--- src/rtl/cpu_types_pkg.sv ---
// Shared CPU-side types: RAM handshake status and memory arbiter FSM states.
package cpu_types_pkg;

    // Status reported by the RAM model each cycle.
    typedef enum logic [1:0] {
        FREE   = 2'd0,
        BUSY   = 2'd1,
        ACCESS = 2'd2,
        ERROR  = 2'd3
    } ramstate_t;

    // Which cache currently owns the RAM port.
    typedef enum logic [1:0] {
        IDLE  = 2'd0,
        DATA  = 2'd1,
        INSTR = 2'd2
    } arb_state_t;

endpackage

--- src/rtl/mem_arbiter.sv ---
// Arbitrates icache fetches and dcache reads/writes onto a single RAM port.
// Data wins ties; a streak counter forces a pending fetch through after
// DSTREAK_MAX back-to-back data completions.
module mem_arbiter
    import cpu_types_pkg::*;
#(
    parameter int unsigned DSTREAK_MAX = 4,
    parameter int unsigned CNT_W       = 3
) (
    input  logic        CLK,
    input  logic        nRST,
    // icache side
    input  logic        iREN,
    input  logic [31:0] iaddr,
    output logic        iwait,
    output logic [31:0] iload,
    // dcache side
    input  logic        dREN,
    input  logic        dWEN,
    input  logic [31:0] daddr,
    input  logic [31:0] dstore,
    output logic        dwait,
    output logic [31:0] dload,
    // RAM side
    output logic        ramREN,
    output logic        ramWEN,
    output logic [31:0] ramaddr,
    output logic [31:0] ramstore,
    input  logic [31:0] ramload,
    input  logic [1:0]  ramstate
);

    localparam logic [CNT_W-1:0] StreakMax = CNT_W'(DSTREAK_MAX);

    arb_state_t       state_q, state_d;
    logic [CNT_W-1:0] streak_q, streak_d;

    logic d_req;
    logic ram_access;
    logic data_done;
    logic instr_done;

    assign d_req      = dREN | dWEN;
    assign ram_access = (ramstate == ACCESS);

    // State and streak registers; reset drops every RAM enable at once.
    always_ff @(posedge CLK or negedge nRST) begin
        if (!nRST) begin
            state_q  <= IDLE;
            streak_q <= '0;
        end else begin
            state_q  <= state_d;
            streak_q <= streak_d;
        end
    end

    // Next-state and all outputs, decoded from the owner of the RAM port.
    always_comb begin
        state_d    = state_q;
        iwait      = 1'b1;
        dwait      = 1'b1;
        iload      = '0;
        dload      = '0;
        ramREN     = 1'b0;
        ramWEN     = 1'b0;
        ramaddr    = '0;
        ramstore   = '0;
        data_done  = 1'b0;
        instr_done = 1'b0;

        unique case (state_q)
            IDLE: begin
                // A pending fetch that has waited out a full streak beats data.
                if (d_req && !(iREN && (streak_q == StreakMax))) begin
                    state_d = DATA;
                end else if (iREN) begin
                    state_d = INSTR;
                end
            end

            DATA: begin
                ramaddr  = daddr;
                ramstore = dstore;
                ramWEN   = dWEN;
                ramREN   = dREN & ~dWEN;  // write wins when both are raised
                dload    = ramload;
                dwait    = ~ram_access;
                if (!d_req) begin
                    state_d = IDLE;       // withdrawn: no completion counted
                end else if (ram_access) begin
                    state_d   = IDLE;
                    data_done = 1'b1;
                end
            end

            INSTR: begin
                ramaddr = iaddr;
                ramREN  = iREN;
                iload   = ramload;
                iwait   = ~ram_access;
                if (!iREN) begin
                    state_d = IDLE;
                end else if (ram_access) begin
                    state_d    = IDLE;
                    instr_done = 1'b1;
                end
            end

            default: state_d = IDLE;
        endcase
    end

    // Streak only grows while a fetch is actually waiting behind data.
    always_comb begin
        streak_d = streak_q;
        if (!iREN || instr_done) begin
            streak_d = '0;
        end else if (data_done && (streak_q != StreakMax)) begin
            streak_d = streak_q + 1'b1;
        end
    end

endmodule

--- config.mk ---
export PLATFORM = sky130hd
export DESIGN_NAME = mem_arbiter
export DESIGN_NICKNAME = d
export VERILOG_FILES = /design/src/rtl/cpu_types_pkg.sv /design/src/rtl/mem_arbiter.sv
export SDC_FILE = /design/constraint.sdc
export NUM_CORES = 1
export LEC_CHECK = 0
export CAP_MARGIN = 20
export CORE_AREA = 2 2 103 105
export DETAILED_ROUTE_END_ITERATION = 6
export DIE_AREA = 0 0 105 107
export HOLD_SLACK_MARGIN = 0.02
export SYNTH_ARGS = -nofsm -noshare
export SYNTH_HDL_FRONTEND = slang
export SYNTH_SLANG_ARGS = --single-unit
--- constraint.sdc ---
create_clock -name CLK -period 1.85 [get_ports CLK]
set_input_delay 0.185 -clock CLK [delete_from_list [all_inputs] [get_ports CLK]]
set_output_delay 0.185 -clock CLK [all_outputs]
set_load 0.05 [all_outputs]
Word level (Yosys, flattened, before mapping)
Cells that the tools add are included.
Word-level totals
  flip-flop bits (word level): 5
  input bits: 135
  output and inout port bits: 132
  word-level logic and storage cells: 42
Operators by class
  $add $sub $neg: 1
  equality and inequality tests: 6
  multiplexer cells: 21
  bitwise gates (word level): 4
  reduce and logical (&&, ||, !) cells: 8
Operators with widths (number)
  32-bit 2-to-1 mux: 3
  32-bit case mux with 2 select lines: 1
  2-bit 2-to-1 mux: 5
  1-bit 2-to-1 mux: 8
  3-bit 2-to-1 mux: 2
  3-bit != test, second input constant: 2
  2-bit case mux with 3 select lines: 1
  2-bit equality test, second input constant: 2
  3-bit by 1-bit adder with 3-bit output, second input constant: 1
  3-bit equality test, second input constant: 1
  1-bit logical AND: 3
  2-bit by 1-bit equality test with 1-bit output, second input constant: 1
  1-bit zero test: 2
  2-bit zero test: 1
  1-bit inverter: 2
  1-bit case mux with 2 select lines: 1
  2-bit nonzero test: 1
  1-bit AND: 1
  1-bit logical OR: 1
  1-bit OR: 1

Longest topological paths before layout
Gate-level depths: netlist of the first run.
  depth after elaboration: 7
  depth in mapped cells: 7
  mapped depth without buffers: 6

Worst setup path after synthesis of the first run
No wires, ideal clock.
  path type: register -> output
  from: register state_q[0]
  to: output ramaddr[10]
  arrival time: 2.048 ns
  data required time: 1.665 ns
  slack: -0.383 ns
  cell stages (with the launch flop): 7
  buffers on the path: 2
  cell sequence: dfrtp_1 inv_1 ha_1 clkbuf_1 clkbuf_1 a22oi_1 nor2b_1
Between the ends
  longest elaborated chain between the ends: 2
  elaborated cells between the ends (all ways): 3
  classes of those cells: eq/ne: 2; mux: 1
Ends and longest elaborated chain
  start, declared: line mem_arbiter.sv:35  | arb_state_t state_q, state_d;
  start signal, assigned: line mem_arbiter.sv:52  | state_q <= state_d;
  2-bit equality test / 2-bit by 1-bit equality test with 1-bit output (equally long branches): line mem_arbiter.sv:71  | unique case (state_q)
  32-bit case mux with 2 select lines (*): line mem_arbiter.sv:71
  end, declared: line mem_arbiter.sv:27  | output logic [31:0] ramaddr,
Mark *: on every way between the ends. The rest lies on a longest branch, timed or not.

Final worst setup path of the first run
  from: register state_q[0]
  to: output ramaddr[27]
Same word-level chain as after synthesis.

==> flow_summary_export.csv, run 1 <==
group,metric,value,unit
clock_tree,clkLatencyLatePin,210,ps
synth,synth_seq_area_share,8.14,%
synth,yosysMostFrequentCell,"and2_1",
cells_and_area,diodes,0,
timing,min_period,1800,ps
routing,vias,2750,
placed_design,place_area,5870,um2
synth,syn_nets,370,
synth,syn_inst,229,
run_status,status,"completed",
synth,muxShareOfSynthArea,0,%
floorplanning,die_area,11200,um2
timing,setup_viol_count_final,0,
routing,post_drt_via_cell_ratio,4.38,
floorplanning,core_area,10100,um2
routing,route.detailed.drc,0,
placed_design,io_buffer_count,266,
clock_tree,clk_pin_slew_worst_paths,30,ps
synth,yosys_most_used_dff,"dfrtp_1",
cells_and_area,fin_nets,634,
clock_tree,clock_sinks,5,
grt,grt_pass1_vias,2892,
clock_tree,cts_root_buf,"clkbuf_8",
grt,grt_start_max_net_pins,28,
cells_and_area,area_growth,300,%
grt,antenna_found_initial,0,
timing,rsz0062_at_grt,"yes",
floorplanning,num_rows,37,
timing,relSlewSlack,75.2,%
grt,grt_overflow,0,
synth,synth_top_family_by_area,"simple AND/OR/NAND/NOR gates",
critical_path,crit_type,"reg -> out",
timing,max_freq,0.557,GHz
synth,synth-xor-area-share,0,%
critical_path,cp-end-kind,"output port",
clock_tree,cts_buffer_depth,2,
grt,grt_pass1_wl,16200,um
routing,wl_per_cell,17.2,um
clock_tree,htree_levels,1,
synth,synth.avg_cell_area,6.71,um2
timing,fin_worst_skew,0.212,ps
hold_path,hold_class,"in -> async",
floorplanning,die_y,107,um
routing,drtIter0Drc,100,
timing,worst_hold_slack,189,ps
synth,yosys_warnings,0,
synth,yosysTopAreaCellShare,39.9,%
timing,finalHoldViolations,0,
placed_design,routabilityCongestion,0.825,
synth,synthSimpleGateAreaFrac,57.6,%
synth,synthAdderAreaFrac,4.88,%
synth,synth_area,1540,um2
timing,final.period_utilization,97.1,%
routing,routed_wl,10800,um
synth,synth_largest_area_cell,"and2_1",
critical_path,crit_fanout,11,
critical_path,arrival,1610,ps
synth,ys_ff_latch,5,
synth,async_reset_ff_share,100,%
synth,synth_edf_count,0,
floorplanning,pin_count,267,
critical_path,crit_required,1660,ps
cells_and_area,post-route-cell-area,6160,um2
cells_and_area,drive_above_1_share,43.9,%
flow_run,drv_cap,0,
timing,worstMarginPinSlew,372,ps
floorplanning,start_util,15.2,%
placed_design,hpwl,8660,um
synth,synth.distinct_cells,26,
critical_path,startpoint_type,"flop",
clock_tree,postCtsHoldBufs,0,
power,peakVddDrop,0.768,mV
clock_tree,cts_tree,"built",
routing,drt_pass1_iterations,4,
grt,grt_usage,18.1,%
floorplanning,dieWidth,105,um
synth,synth_compound_area_share,22.3,%
routing,detail-route-antenna-nets,0,
timing,maxSlewViolCount,0,
power,power_leakage,2.47,nW
power,powerDensity,1460,nW/um2
synth,synthTopCellsByCount,"and2_1, a22oi_1, nor2b_1, clkbuf_1",
clock_tree,cts-buffers-inserted,3,
synth,synth_area_leaders,"and2_1, a22oi_1, nor2b_1",
registers in the layout, summed over array words and instances (netlist names):
register	cells
streak_q	3
state_q	2
per-stage QoR:
step / instances / setup TNS, ps / power, mW / utilization, % / setup slack, ps
floorplan: 229 / 0 / 4.31 / - / 16.5
global placement: 616 / 0 / 8.33 / 58.2 / 161
detailed placement: 616 / 0 / 8.38 / 58.2 / 79.1
CTS: 624 / -10.0 / 8.97 / 60.1 / -9.50
global route: 628 / -46.5 / 9.32 / 61.0 / -11.0
finish: 628 / 0 / 9.00 / 61.0 / 53.1
metal layers:
layer | vias to the layer above | share of wire, % | track usage (%)
li1 | 1295 | - | -
met1 | 1288 | 37 | 20.5
met2 | 163 | 54 | 34.2
met3 | 4 | 8.9 | 5.47
met4 | 0 | 0.49 | 2.57
met5 | - | 0 | 0
repair_timing:
action / in CTS / in global routing
gates cloned: 3 / 2
pin swaps: 1 / 1
endpoints found under the setup margin: 32 / 59
setup buffers: 1 / 3
resized for setup: 12 / 10
logic make-up after synthesis:
kind of cell,Yosys count
simple gates,143
compound gates,47
buf+inv,28
fa+ha+maj,6
flops,5
worst max-delay path: stages (launching register included):
cell,delay (ps)
dfrtp_2,440
inv_4,70
ha_4,190
buf_12,140
buf_16,140
a22oi_2,200
nor2b_4,70
buf_12,150
layout make-up:
type,count,area (um2)
Inverter,7,31.3
Tap cell,136,170
Clock buffer,4,45.0
Fill cell,865,3940
Multi-Input combinational cell,196,1550
Timing Repair Buffer,280,4230
Sequential cell,5,128
cells in the final DEF (no fill, tap or decap), drive strengths merged:
cell type	count
a22oi	32
o21a	1
nor4	1
o21ai	4
nor3	2
bufbuf	1
a21oi	3
o31ai	1
or4	1
a2bb2oi	1
o32ai	1
clkbuf	6
ha	6
nor2b	32
inv	7
a221oi	1
buf	143
a211o	1
o2bb2ai	1
nand3b	1
nand2	5
a22o	1
and3b	1
clkdlybuf4s50	134
and2	98
dfrtp	5
nand3	2
path summary, 6_finish.rpt:
check,from,end,slack [ps],cells after the start
worst max-delay path,state_q[0],ramaddr[27],50,7
worst max register to register,state_q[1],streak_q[2],120,6
worst min-delay path,nRST,streak_q[2],190,1
max in group asynchronous,nRST,state_q[0],1460,1
worst min register to register,streak_q[0],streak_q[0],590,2
min in group CLK,streak_q[0],streak_q[0],590,2
where the power goes:
group	internal, mW	switching (mW)
clock	0.147	0.0460
sequential	0.132	0.0383
combinational	4.23	4.41
Power figures use the tool's default switching activity.
==> run 2: changes to the inputs <==
--- a/config.mk
+++ b/config.mk
@@ -10,6 +10,7 @@
 export DETAILED_ROUTE_END_ITERATION = 6
 export DIE_AREA = 0 0 105 107
 export HOLD_SLACK_MARGIN = 0.02
+export SLEW_MARGIN = 20
 export SYNTH_ARGS = -nofsm -noshare
 export SYNTH_HDL_FRONTEND = slang
 export SYNTH_SLANG_ARGS = --single-unit
==> results of run 2 <==
No change in the layout: final DEF, timing and power equal those of run 1.
==> run 3: changes to the inputs <==
--- a/config.mk
+++ b/config.mk
@@ -10,6 +10,7 @@
 export DETAILED_ROUTE_END_ITERATION = 6
 export DIE_AREA = 0 0 105 107
 export HOLD_SLACK_MARGIN = 0.02
+export PLACE_DENSITY = 0.73
 export SLEW_MARGIN = 20
 export SYNTH_ARGS = -nofsm -noshare
 export SYNTH_HDL_FRONTEND = slang
==> run 3 against run 2 <==
  * Sequential power fell by 4%
  * Clock-buffer cell count stayed put
  * Sequential share of layout area is essentially flat
  * Power fell by 1.1%
  * Hold slack lost 3.6 ps
  * Combinational power is 1% lower
  * Utilization barely moved
  * Cell count is 0.48% lower
  * Maximum frequency is 0.97% lower
  * Die area is the same
  * Worst setup slack got worse by 18 ps
==> flow_summary_export.csv, run 3 (synthesis gave the netlist of run 1 again) <==
group,metric,value,unit
run_status,status,"completed",
timing,final.period_utilization,98.1,%
routing,detail-route-antenna-nets,0,
critical_path,critPathSlowestCell,"dfrtp_2",
routing,drt_pass1_iterations,4,
routing,vias,2709,
critical_path,crit_fanout,33,
critical_path,cp_cell_sequence,"inv_2 > ha_1 > buf_12 > nor2b_2 > buf_12",
floorplanning,pin_count,267,
routing,routed-wl-met2,5470,um
cells_and_area,mostFrequentLayoutCell,"buf_12",
grt,grt_start_max_net_pins,48,
placed_design,hpwl,8350,um
power,clkPwrFrac,2.2,%
power,switching_share,50.5,%
timing,finalHoldViolations,0,
power,total_power,8.90,mW
floorplanning,core_area,10100,um2
floorplanning,num_rows,37,
cells_and_area,most-common-layout-cells,"buf_12, clkdlybuf4s50_1, and2_1, nor2b_4, and2_2",
clock_tree,cts_tree,"built",
timing,worstMarginPinSlew,354,ps
routing,highest_layer,"met4",
timing,setup_viol_count_final,0,
critical_path,crit_required,1660,ps
routing,drtIter0Drc,87,
power,p_seq_share,1.8,%
routing,wl_met1,3730,um
critical_path,crit_type,"reg -> out",
critical_path,crit_top_cell,"buf_12",
clock_tree,cts_buffer_depth,2,
cells_and_area,reg.largest.list,"streak_q x3, state_q x2",
grt,grt_usage,17.1,%
critical_path,startpoint_type,"flop",
timing,worst_hold_slack,186,ps
grt,grt_pass1_wl,15600,um
placed_design,io_buffer_count,266,
clock_tree,cts_root_buf,"clkbuf_8",
cells_and_area,largest-register,"streak_q",
power,powerDensity,1450,nW/um2
floorplanning,start_util,15.2,%
power,power_leakage,2.46,nW
cells_and_area,post-route-cell-area,6150,um2
timing,maxSlewViolCount,0,
cells_and_area,largest_reg_flops,3,
cells_and_area,drive_above_1_share,45.6,%
routing,wl_met3,1020,um
timing,min_period,1810,ps
grt,grt_overflow,0,
clock_tree,htree_levels,1,
clock_tree,clkLatencyLatePin,220,ps
timing,relSlewSlack,76.4,%
timing,setup_ws,35.5,ps
floorplanning,die_area,11200,um2
cells_and_area,area_growth,300,%
placed_design,dp_slack,87.0,ps
power,peakVddDrop,0.792,mV
routing,post_drt_via_cell_ratio,4.33,
cells_and_area,nFillCells,774,
routing,routed_wl,10300,um
power,comb_power_share,95.9,%
cells_and_area,fin_nets,631,
timing,max_freq,0.551,GHz
placed_design,place_area,5870,um2
clock_tree,cts-buffers-inserted,3,
critical_path,slowest_delay,410,ps
critical_path,arrival,1630,ps
critical_path,path_delay_family,"buffers and inverters",
grt,antenna_found_initial,0,
timing,fin_worst_skew,0.523,ps
placed_design,routabilityCongestion,0.798,
floorplanning,dieWidth,105,um
hold_path,hold_class,"in -> async",
power,p_sw,4.49,mW
timing,setup-tns-final,0,ps
timing,rsz0062_at_grt,"yes",
cells_and_area,diodes,0,
floorplanning,die_y,107,um
flow_run,drv_cap,0,
routing,route.detailed.drc,0,
clock_tree,clk_pin_slew_worst_paths,30,ps
power,power.internal,4.41,mW
critical_path,crit_buf_inv,3,
routing,wl_per_cell,16.5,um
clock_tree,clock_sinks,5,
critical_path,cp-end-kind,"output port",
grt,grt_pass1_vias,2958,
==> run 3: final cells by class <==
class | count | area (um2) | share of cell area [%]
sequential | 5 | 128 | 2.07
tap | 136 | 170 | 2.76
clock buffer | 4 | 45.0 | 0.732
inverter | 7 | 26.3 | 0.427
multi-input combinational | 196 | 1620 | 26.4
timing repair buffer | 277 | 4160 | 67.6
==> run 3: what timing repair did <==
item	CTS	global route
endpoints found under the setup margin	31	31
gates resized for setup	13	19
buffers inserted	1	2
hold buffers	0	0
pin swaps	0	2
cloned	2	1
==> run 3: per-stage QoR <==
stage | utilization, % | std cells
after floorplan | - | 229
after global placement | 58.2 | 615
after detailed placement | 58.2 | 615
after CTS | 59.9 | 622
after global routing | 61.0 | 625
final | 61.0 | 625
==> run 3: path summary, 6_finish.rpt <==
path | from | endpoint | slack [ps] | cells after the start
min in group CLK | streak_q[1] | streak_q[1] | 580 | 2
worst min-delay path | nRST | streak_q[0] | 190 | 1
max in group asynchronous | nRST | state_q[0] | 1460 | 1
worst max-delay path | state_q[0] | ramaddr[10] | 40 | 5
worst min register to register | streak_q[1] | streak_q[1] | 580 | 2
worst max register to register | state_q[1] | streak_q[2] | 40 | 7
==> run 3: power groups by stage <==
stage / sequential (mW) / combinational (mW) / clock, mW
floorplan: 0.148 / 4.16 / 0
global placement: 0.150 / 8.13 / 0
detailed placement: 0.153 / 8.21 / 0
CTS: 0.164 / 8.46 / 0.202
global route: 0.163 / 8.84 / 0.213
finish: 0.164 / 8.54 / 0.198
==> run 3: worst reg2reg max path, cell delays in order, from the launching register on <==
cell     delay [ps]
dfrtp_2         440
inv_2            90
ha_4            200
buf_4           130
and3b_4         210
inv_2            60
or4_4           470
a21oi_2         130
==> run 3: metal layers <==
layer,GRT usage [%],vias to the layer above
li1,-,1290
met1,17.8,1238
met2,33.1,171
met3,5.90,10
met4,3.33,0
met5,0,-
